**src/rtl/dmem_arbiter.sv**
```systemverilog
// dmem_arbiter: round-robin two-port arbiter sequencing one registered access per grant into DataMemory.
module dmem_arbiter #(
  parameter int ADDR_WIDTH = 32,
  parameter int DATA_WIDTH = 32
) (
  input  logic                  Clk,
  input  logic                  reset,
  input  logic                  req0,
  input  logic                  req1,
  input  logic                  we0,
  input  logic                  we1,
  input  logic [ADDR_WIDTH-1:0] addr0,
  input  logic [ADDR_WIDTH-1:0] addr1,
  input  logic [DATA_WIDTH-1:0] wdata0,
  input  logic [DATA_WIDTH-1:0] wdata1,
  output logic                  ack0,
  output logic                  ack1,
  output logic [DATA_WIDTH-1:0] rdata,
  output logic                  busy,
  output logic [ADDR_WIDTH-1:0] mem_address,
  output logic [DATA_WIDTH-1:0] mem_writeData,
  output logic                  mem_memWrite,
  output logic                  mem_memRead,
  input  logic [DATA_WIDTH-1:0] mem_readData
);
  typedef enum logic [1:0] {IDLE, ACCESS, DONE} state_t;
  state_t state, state_n;
  logic last_grant, win, win_n, we_q;
  logic [ADDR_WIDTH-1:0] addr_q;
  logic [DATA_WIDTH-1:0] wdata_q;
  logic any_req;
  always_comb begin
    any_req = req0 | req1;
    // a tie goes to the port that did not win last time
    win_n = (req0 & req1) ? ~last_grant : req1;
    state_n = state;
    case (state)
      IDLE:    state_n = any_req ? ACCESS : IDLE;
      ACCESS:  state_n = DONE;
      default: state_n = IDLE;
    endcase
  end
  always_ff @(posedge Clk) begin
    if (!reset) begin
      state      <= IDLE;
      last_grant <= 1'b1;
      win        <= 1'b0;
      we_q       <= 1'b0;
      addr_q     <= '0;
      wdata_q    <= '0;
      rdata      <= '0;
    end else begin
      state <= state_n;
      if (state == IDLE && any_req) begin
        win     <= win_n;
        we_q    <= win_n ? we1 : we0;
        addr_q  <= win_n ? addr1 : addr0;
        wdata_q <= win_n ? wdata1 : wdata0;
      end
      if (state == ACCESS && !we_q) rdata <= mem_readData;
      if (state == DONE) last_grant <= win;
    end
  end
  assign busy          = state != IDLE;
  assign ack0          = state == DONE && !win;
  assign ack1          = state == DONE && win;
  assign mem_address   = state == ACCESS ? addr_q : '0;
  assign mem_writeData = state == ACCESS ? wdata_q : '0;
  assign mem_memWrite  = state == ACCESS && we_q;
  assign mem_memRead   = state == ACCESS && !we_q;
endmodule

```
**config.mk**
```make
export PLATFORM = sky130hd
export DESIGN_NAME = dmem_arbiter
export DESIGN_NICKNAME = d
export VERILOG_FILES = /design/src/rtl/dmem_arbiter.sv
export SDC_FILE = /design/constraint.sdc
export NUM_CORES = 1
export LEC_CHECK = 0
export BUFFER_PORTS_ARGS = -buffer_cell sky130_fd_sc_hd__buf_2
export CAP_MARGIN = 25
export CORE_UTILIZATION = 35
export DETAILED_ROUTE_END_ITERATION = 10
export GPL_TIMING_DRIVEN = 0
export PLACE_DENSITY = 0.71
export SKIP_LAST_GASP = 1
export SLEW_MARGIN = 5
export SYNTH_ARGS = -nofsm -noshare
export SYNTH_HDL_FRONTEND = slang
export SYNTH_SLANG_ARGS = --single-unit
```
**constraint.sdc**
```tcl
create_clock -name Clk -period 2.6 [get_ports Clk]
set_clock_uncertainty 0.05 [all_clocks]
set_input_delay 0.52 -clock Clk [delete_from_list [all_inputs] [get_ports Clk]]
set_output_delay 0.52 -clock Clk [all_outputs]
set_load 0.05 [all_outputs]
```
### Word level (Yosys, flattened, before mapping)

Index checks and enable logic that the tools add are counted.
Widths: inputs -> output; s select.

| operators by class | value |
|---|---|
| bitwise gates (word level) | 3 |
| reductions and logical operators | 9 |
| multiplexer cells | 8 |
| eq/ne operators | 2 |

Operators by type and width:

| cell | count |
|---|---|
| $mux 32 | 4 |
| $logic_and 1x1->1 | 5 |
| $pmux 2 s2 | 1 |
| $mux 1 | 3 |
| $eq 2x1->1 const B | 1 |
| $eq 2x2->1 const B | 1 |
| $logic_not 1->1 | 2 |
| $logic_not 2->1 | 1 |
| $reduce_bool 2->1 | 1 |
| $and 1x1->1 | 1 |
| $not 1->1 | 1 |
| $or 1x1->1 | 1 |

| storage, ports and cells | value |
|---|---|
| logic and storage cells | 29 |
| register bits after elaboration | 101 |
| input port bits | 166 |

### Logic depth before layout (Yosys ltp)

Gate-level depths: netlist (run 1).

| depth | value |
|---|---|
| depth in word-level cells | 3 |
| mapped depth | 6 |
| gate-level depth less buffers | 4 |

### Least setup slack after synthesis (run 1)

OpenSTA, ideal clock, no wires.

| timing path | value |
|---|---|
| path kind | flip-flop to output port |
| start point | register state[0] |
| end point | output mem_address[22] |
| setup slack | 610 ps |
| cell stages (with the launch flop) | 5 |
| data arrival time | 1,420 ps |
| buffers on the path | 2 |
| path through | dfxtp_1 > nor2b_1 > clkbuf_1 > clkbuf_1 > and2_1 |

| on the way | value |
|---|---|
| word-level cells in the longest chain between the ends | 2 |

Ends and longest elaborated chain:

| what | RTL line | RTL |
|---|---|---|
| from (decl) | 27 | `state_t state, state_n;` |
| from (signal assigned) | 53 | `state <= state_n;` |
| $eq 2x1->1 | 67 | `assign mem_address = state == ACCESS ? addr_q : '0;` |
| $mux 32 | 67 |  |
| to (decl) | 20 | `output logic [ADDR_WIDTH-1:0] mem_address,` |

Every way passes these cells.

### Worst setup path after layout (run 1)

| timing path | value |
|---|---|
| start point | register state[0] |
| end point | output mem_writeData[28] |

| on the way | value |
|---|---|
| word-level cells in the longest chain between the ends | 2 |

Ends and longest elaborated chain:

| what | RTL line | RTL |
|---|---|---|
| $eq 2x1->1 | 68 | `assign mem_writeData = state == ACCESS ? wdata_q : '0;` |
| $mux 32 | 68 |  |
| to (decl) | 21 | `output logic [DATA_WIDTH-1:0] mem_writeData,` |

Every way passes these cells.

==> summary.md, run 1 <==
| Metric | Value |
|---|---|
| Synth-to-layout area growth | 37.69% |
| Unique cell type count in the Yosys netlist | 24 |
| Post-CTS setup buffers | 0 |
| Via count | 5324 |
| GRT met3 Usage | 4.652% |
| Pre-antenna DRT Iters | 4 |
| # clock sinks | 101 |
| GRT overflow | 0 |
| Tot Pwr | 4284 uW |
| F_max | 405.4 MHz |
| Critical Path RT | 2030 ps |
| Area fraction in compound gates after synthesis | 28.40% |
| Post-Syn Nets | 768 |
| Chip Width | 121.1 um |
| Maximum fanout along the worst path | 10 |
| Avg WL per Cell | 14.98 um |
| Worst setup SP type | flop |
| Final wirelength | 15940 um |
| MaxCap Viol Count | 0 |
| Share of layout cells above drive strength 1 | 41.06% |
| Final Cycle Share | 94.86% |
| Fin util | 49.26% |
| Adder-cell share of the synthesized area | 0% |
| Port Buffer Count | 266 |
| Mean Syn Cell Area | 8.249 um2 |
| Outcome | finished, final reports clean |
| Num CTS Buffers | 9 |
| GRT Total Usage | 21.47% |
| Ports | 267 |
| Post-synthesis mux area share | 0% |
| Crit path DAT | 1900 ps |
| Reg clk slew, reported paths | 70 ps |
| Hold Crit Start | mem_readData[15] |
| Root Driver | clkbuf_16 |
| Post-Synth XOR/XNOR Area | 0% |
| Core box area | 13880 um2 |
| Top-count cell post-synth | nand2_1 |
| R2r setup slk | 820 ps |
| TritonCTS clock tree | yes |
| Unrepaired setup endpoints after global routing | false |
| Simple-gate share of the synthesized area | 24.19% |
| First-pass GRT wire length | 24330 um |
| Max Root-Sink Buffers | 2 |
| Global placer's final weighted congestion | 0.7994 |
| Setup crit start | state[0] |
| Reg2reg start | last_grant |
| Layout Cells excl Fill | 1064 |
| Std cell rows | 43 |
| Initial DRC Count | 222 |
| Drc violations | 0 |
| Yosys warning count | 0 |
| Final min period | 2466 ps |
| Die Area | 14670 um2 |
| Post-CTS Hold Buffers | 0 |
| Hold Path Class | in -> reg |
| Main flop type after synthesis | dfxtp_1 |
| Hold path depth | 3 |
| Crit end category | output port |
| Nets | 1045 |
| Final Max Tran Viols | 0 |
| R2R depth | 5 |
| Fraction of registers with async set/reset | 0% |
| Final setup violation count | 0 |
| Final hold violation count | 0 |
| Placed cells | 1048 |
| Ant. Diodes | 0 |
| Main combinational cell family by area after synthesis | compound AO/OA/AOI/OAI gates |
| Antenna violations before repair | 0 |
| Post-synth top area cell | dfxtp_1 |
| Met1 Track Usage GR | 26.75% |
| R2r endpoint | addr_q[2] |
| Initial Util | 35.78% |
| Synth top cells by count | 195 x nand2_1, 101 x dfxtp_1, 98 x a21oi_1, 66 x and2_1, 50 x a311oi_2 |
| Yosys reg bits | 101 |
| Post-route ant nets | 0 |
| Peak supply drop | 0.4079 mV |
| Vias in the first global route | 4914 |
| H-tree depth | 3 |
| Die height | 121.1 um |
| Lkg Pwr | 0.003186 uW |
| Power per cell area | 626.5 nW/um2 |
| Worst slew pin tran | 731.6 ps |
| Area contributors post-synth | dfxtp_1 41%, a311oi_2 15%, nand2_1 15%, a21oi_1 9.9%, and2_1 8.3% |
| Seq/Total Area, Yosys | 40.72% |
| Number of synthesized flops with an enable pin | 0 |
| Clock latency on the worst-skew pair | 340 ps |
| Detail Placement HPWL | 12000 um |
| Largest net degree at the start of global routing | 16 |
| Mapped Area | 4966 um2 |
| Crit path kind | reg -> out |
| Met2 usage | 36.36% |
| Vias per cell | 5.004 |
| Mapped Cells | 602 |
| Top-area cell type share of the netlist area | 40.72% |
| Relative slew slack | 51.23% |
| Hold worst-path end | rdata[15] |
| Most used routing layer | met2 |
per-layer routing:
| layer | share of wire [%] | routed length (um) |
|---|---|---|
| met1 | 42 | 6667 |
| met2 | 49 | 7839 |
| met5 | 0 | 0 |
| met4 | 1.8 | 281 |
| met3 | 7.2 | 1152 |
where the power goes:
part,internal [uW],total [uW],switching [uW]
logic,421,1220,796
registers,1700,1770,68.4
clock network,727,1300,570
total,2850,4280,1430
timing repair:
| action | in CTS | in global routing |
|---|---|---|
| endpoints found under the setup margin | 45 | 40 |
| resized for setup | 7 | 6 |
| pin swaps | 0 | 0 |
worst max path at each step:
stage                     depth (start not counted)                end  slack [ps]
after floorplan                                   4    mem_address[22]         610
after global placement                            5  mem_writeData[30]          50
after detailed placement                          5    mem_address[22]          30
after CTS                                         5  mem_writeData[30]         -30
after global routing                              5  mem_writeData[28]          20
final                                             5  mem_writeData[28]         130
cell usage in the layout (no fill, tap or decap), drive strengths merged:
cell,count
a21boi,1
a21o,1
a21bo,1
nor2,3
nand2,195
and3,1
buf,283
nor2b,1
clkinv,3
nand2b,1
and2,67
clkbuf,56
or2,1
a21oi,98
a211o,1
dfxtp,101
a311oi,65
inv,4
or3b,1
sequential cells by signal, summed over array words and instances (netlist names):
signal / cells
addr_q: 32
rdata: 32
wdata_q: 32
state: 2
last_grant: 1
we_q: 1
win: 1
final cells by class:
cell class                      instances  area (um2)
Timing Repair Buffer                  266        1341
Inverter                                4       15.01
Buffer                                 60       326.6
Sequential cell                       101        2022
Multi-Input combinational cell        437        2619
Fill cell                            1427        7043
Clock buffer                           13       270.3
Tap cell                              180       225.2
Clock inverter                          3       18.77
stage by stage:
| step | setup TNS, ps | hold WS (ps) | instance area (um2) | setup slack, ps |
|---|---|---|---|---|
| 5_1_grt | 0 | 357.6 | 6838 | 20.82 |
| 3_3_place_gp | 0 | 388.8 | 6523 | 50.92 |
| 3_5_place_dp | 0 | 393.9 | 6523 | 32.72 |
| 4_1_cts | -46.82 | 346.5 | 6825 | -26.75 |
| 6_report | 0 | 366.9 | 6838 | 133.6 |
| 2_1_floorplan | 0 | 431.4 | 4966 | 610.5 |
worst max-delay path: stages (launching register included):
cell      delay, ps
dfxtp_1         410
nor2b_2         240
buf_4           230
clkbuf_2        220
and2_1          190
buf_2           280
kinds of logic (layout without fill, tap and decap cells):
family,count (synthesis),count (layout)
buffers and inverters,64,346
and+or+nand+nor,270,270
DFF,101,101
AOI/OAI and AO/OA,167,167
No activity file was read; power rests on OpenSTA's default activity.
==> run 2: changes to the inputs <==
- clock period: 2.6 -> 2.8 ns (I/O delays scaled with it)
==> run 2 against run 1 <==
  * Final cell count unchanged
  * Count of clock-buffer cells in the layout unchanged
  * Sequential power down 7%
  * Core utilization down 0.14 points
  * First-iteration DRC count down 4.5%
  * Sequential share of layout area up 0.087 points
  * Routed wire length up 0.38%
  * Critical path depth unchanged
  * Combinational power down 7%
  * Non-clock buffer count unchanged
  * Global-route usage about the same
  * Worst hold slack better by 34 ps
  * Critical path type unchanged
  * Critical endpoint is now mem_writeData[30]
  * Largest cell class unchanged
  * Largest power group unchanged
==> summary.md, run 2 (synthesis results as in run 1) <==
| Metric | Value |
|---|---|
| Outcome | finished, final reports clean (unchanged) |
| Final Cycle Share | 94.25% |
| Pre-antenna DRT Iters | 4 (unchanged) |
| F_max | 378.9 MHz |
| Crit end category | output port (unchanged) |
| Final hold violation count | 0 (unchanged) |
| Slowest cell on the critical path | dfxtp_1 (unchanged) |
| Slowest stage delay, CP | 380 ps (was 410 ps) |
| GRT Total Usage | 21.48% (was 21.47%) |
| Clock network power share | 30.5% (was 30.3%) |
| TritonCTS clock tree | yes (unchanged) |
| Antenna violations before repair | 0 (unchanged) |
| Net Sw Frac | 33.65% (was 33.49%) |
| Std cell rows | 43 (unchanged) |
| Global placer's final weighted congestion | 0.7994 (unchanged) |
| Sequential share of power | 41.2% (was 41.3%) |
| Final min period | 2639 ps |
| Setup_tns | 0 ps (unchanged) |
| Maximum fanout along the worst path | 10 (unchanged) |
| Post-CTS setup buffers | 0 (unchanged) |
| Largest net degree at the start of global routing | 16 (unchanged) |
| DP Worst Slack | 192.7 ps (was 32.72 ps) |
| Reg clk slew, reported paths | 70 ps (about the same) |
| Ports | 267 (unchanged) |
| Chip Width | 121.1 um (unchanged) |
| Unrepaired setup endpoints after global routing | false (unchanged) |
| Core box area | 13880 um2 (unchanged) |
| Synth-to-layout area growth | 37.29% (was 37.69%) |
| Via count | 5300 (was 5324) |
| Initial DRC Count | 212 (was 222) |
| Setup ws final | 161.0 ps (was 133.6 ps) |
| Crit-path most repeated cell | buf_2 |
| H-tree depth | 3 (unchanged) |
| Internal | 2643 uW (was 2849 uW) |
| Largest regs | addr_q (32), rdata (32), wdata_q (32) (unchanged) |
| Post-route ant nets | 0 (unchanged) |
| # clock sinks | 101 (unchanged) |
| Die height | 121.1 um (unchanged) |
| Worst slew pin tran | 743.3 ps (was 731.6 ps) |
| Vias per cell | 4.981 (was 5.004) |
| Port Buffer Count | 266 (unchanged) |
| Lkg Pwr | 0.003185 uW (was 0.003186 uW) |
| Most common cell after layout, fill and taps aside | buf_2 (unchanged) |
| Initial Util | 35.78% (unchanged) |
| Final Max Tran Viols | 0 (unchanged) |
| Hold Path Class | reg -> reg (was in -> reg) |
| Comb pwr share | 28.3% (was 28.4%) |
| Critical path's top delay family | buffers and inverters (unchanged) |
| Crit path DAT | 2030 ps (was 1900 ps) |
| GRT overflow | 0 (unchanged) |
| Peak supply drop | 0.3784 mV (was 0.4079 mV) |
| Nets | 1045 (unchanged) |
| Share of layout cells above drive strength 1 | 40.95% (was 41.06%) |
| Final wirelength | 16000 um (was 15940 um) |
| Vias in the first global route | 4913 (was 4914) |
| CP cell instances | nor2b_1, buf_2, clkbuf_2, and2_1, buf_2 (was nor2b_2, buf_4, clkbuf_2, and2_1, buf_2) |
| Num CTS Buffers | 9 (unchanged) |
| Power per cell area | 584.2 nW/um2 (was 626.5 nW/um2) |
| Ant. Diodes | 0 (unchanged) |
| Crit path kind | reg -> out (unchanged) |
| Switching pwr | 1340 uW (was 1435 uW) |
| MaxCap Viol Count | 0 (unchanged) |
| Commonest non-fill, non-tap cells in the layout | 275 x buf_2, 195 x nand2_1, 101 x dfxtp_1, 98 x a21oi_1, 66 x and2_1 (was 270 x buf_2, 195 x nand2_1, 101 x dfxtp_1, 98 x a21oi_1, 66 x and2_1) |
| Die Area | 14670 um2 (unchanged) |
| Drc violations | 0 (unchanged) |
| Clock latency on the worst-skew pair | 340 ps (about the same) |
| CP Buf/Inv Count | 3 (unchanged) |
| Final setup violation count | 0 (unchanged) |
| First-pass GRT wire length | 24340 um (was 24330 um) |
| Avg WL per Cell | 15.04 um (was 14.98 um) |
| Detail Placement HPWL | 12000 um (unchanged) |
| Max Root-Sink Buffers | 2 (unchanged) |
| Critical Path RT | 2190 ps (was 2030 ps) |
| Root Driver | clkbuf_16 (unchanged) |
| Worst setup SP type | flop (unchanged) |
| Relative slew slack | 50.45% (was 51.23%) |
==> run 2: cell type report <==
class | count | area [um2]
Tap cell | 180 | 225.2
Fill cell | 1432 | 7063
Inverter | 4 | 15.01
Multi-Input combinational cell | 437 | 2611
Timing Repair Buffer | 266 | 1331
Sequential cell | 101 | 2022
Clock buffer | 13 | 270.3
Buffer | 60 | 324.1
Clock inverter | 3 | 18.77
==> run 2: metrics by stage <==
step	cells	hold slack (ps)	total power [uW]	area (um2)	utilization, %
final	1064	400.5	3983	6818	49.12
after global routing	1064	397.6	4172	6818	49.12
after CTS	1064	386.5	4020	6813	49.08
after detailed placement	1048	393.9	2803	6523	46.99
after global placement	1048	388.8	2789	6523	46.99
after floorplan	602	431.4	2463	4966	-
==> run 2: power by group through the flow <==
| stage | sequential [uW] | clock [uW] | combinational (uW) |
|---|---|---|---|
| 2_1_floorplan | 1760 | 0 | 705 |
| 3_3_place_gp | 1670 | 0 | 1120 |
| 3_5_place_dp | 1670 | 0 | 1130 |
| 4_1_cts | 1640 | 1250 | 1130 |
| 5_1_grt | 1660 | 1300 | 1210 |
| 6_report | 1640 | 1210 | 1130 |
==> run 2: timing repair <==
item | 4_1_cts | 5_1_grt
hold buffers | 0 | 0
resized for setup | 1 | 9
endpoints found under the hold margin | 0 | 0
endpoints found under the setup margin | 40 | 40
==> run 2: path summary, 6_finish.rpt <==
kind / from / to / slack [ps] / depth (start not counted)
worst max register to register: state[1] / addr_q[27] / 930 / 5
worst min register to register: rdata[8] / rdata[8] / 400 / 2
worst min-delay path: rdata[8] / rdata[8] / 400 / 2
worst max-delay path: state[0] / mem_writeData[30] / 160 / 5
==> run 2: per-layer routing <==
metal | track usage, % | part of all wire, % | up-vias
li1 | - | - | 2615
met1 | 26.72 | 42 | 2441
met2 | 36.18 | 49 | 216
met3 | 4.981 | 7.1 | 28
met4 | 7.485 | 2.2 | 0
met5 | 0 | 0 | -
==> run 2: worst register-to-register path, stage by stage, from the launching register on <==
cell and delay [ps]:
dfxtp_1 340, nor2_2 390, buf_2 370, buf_2 290
a21oi_1 110, a311oi_2 230
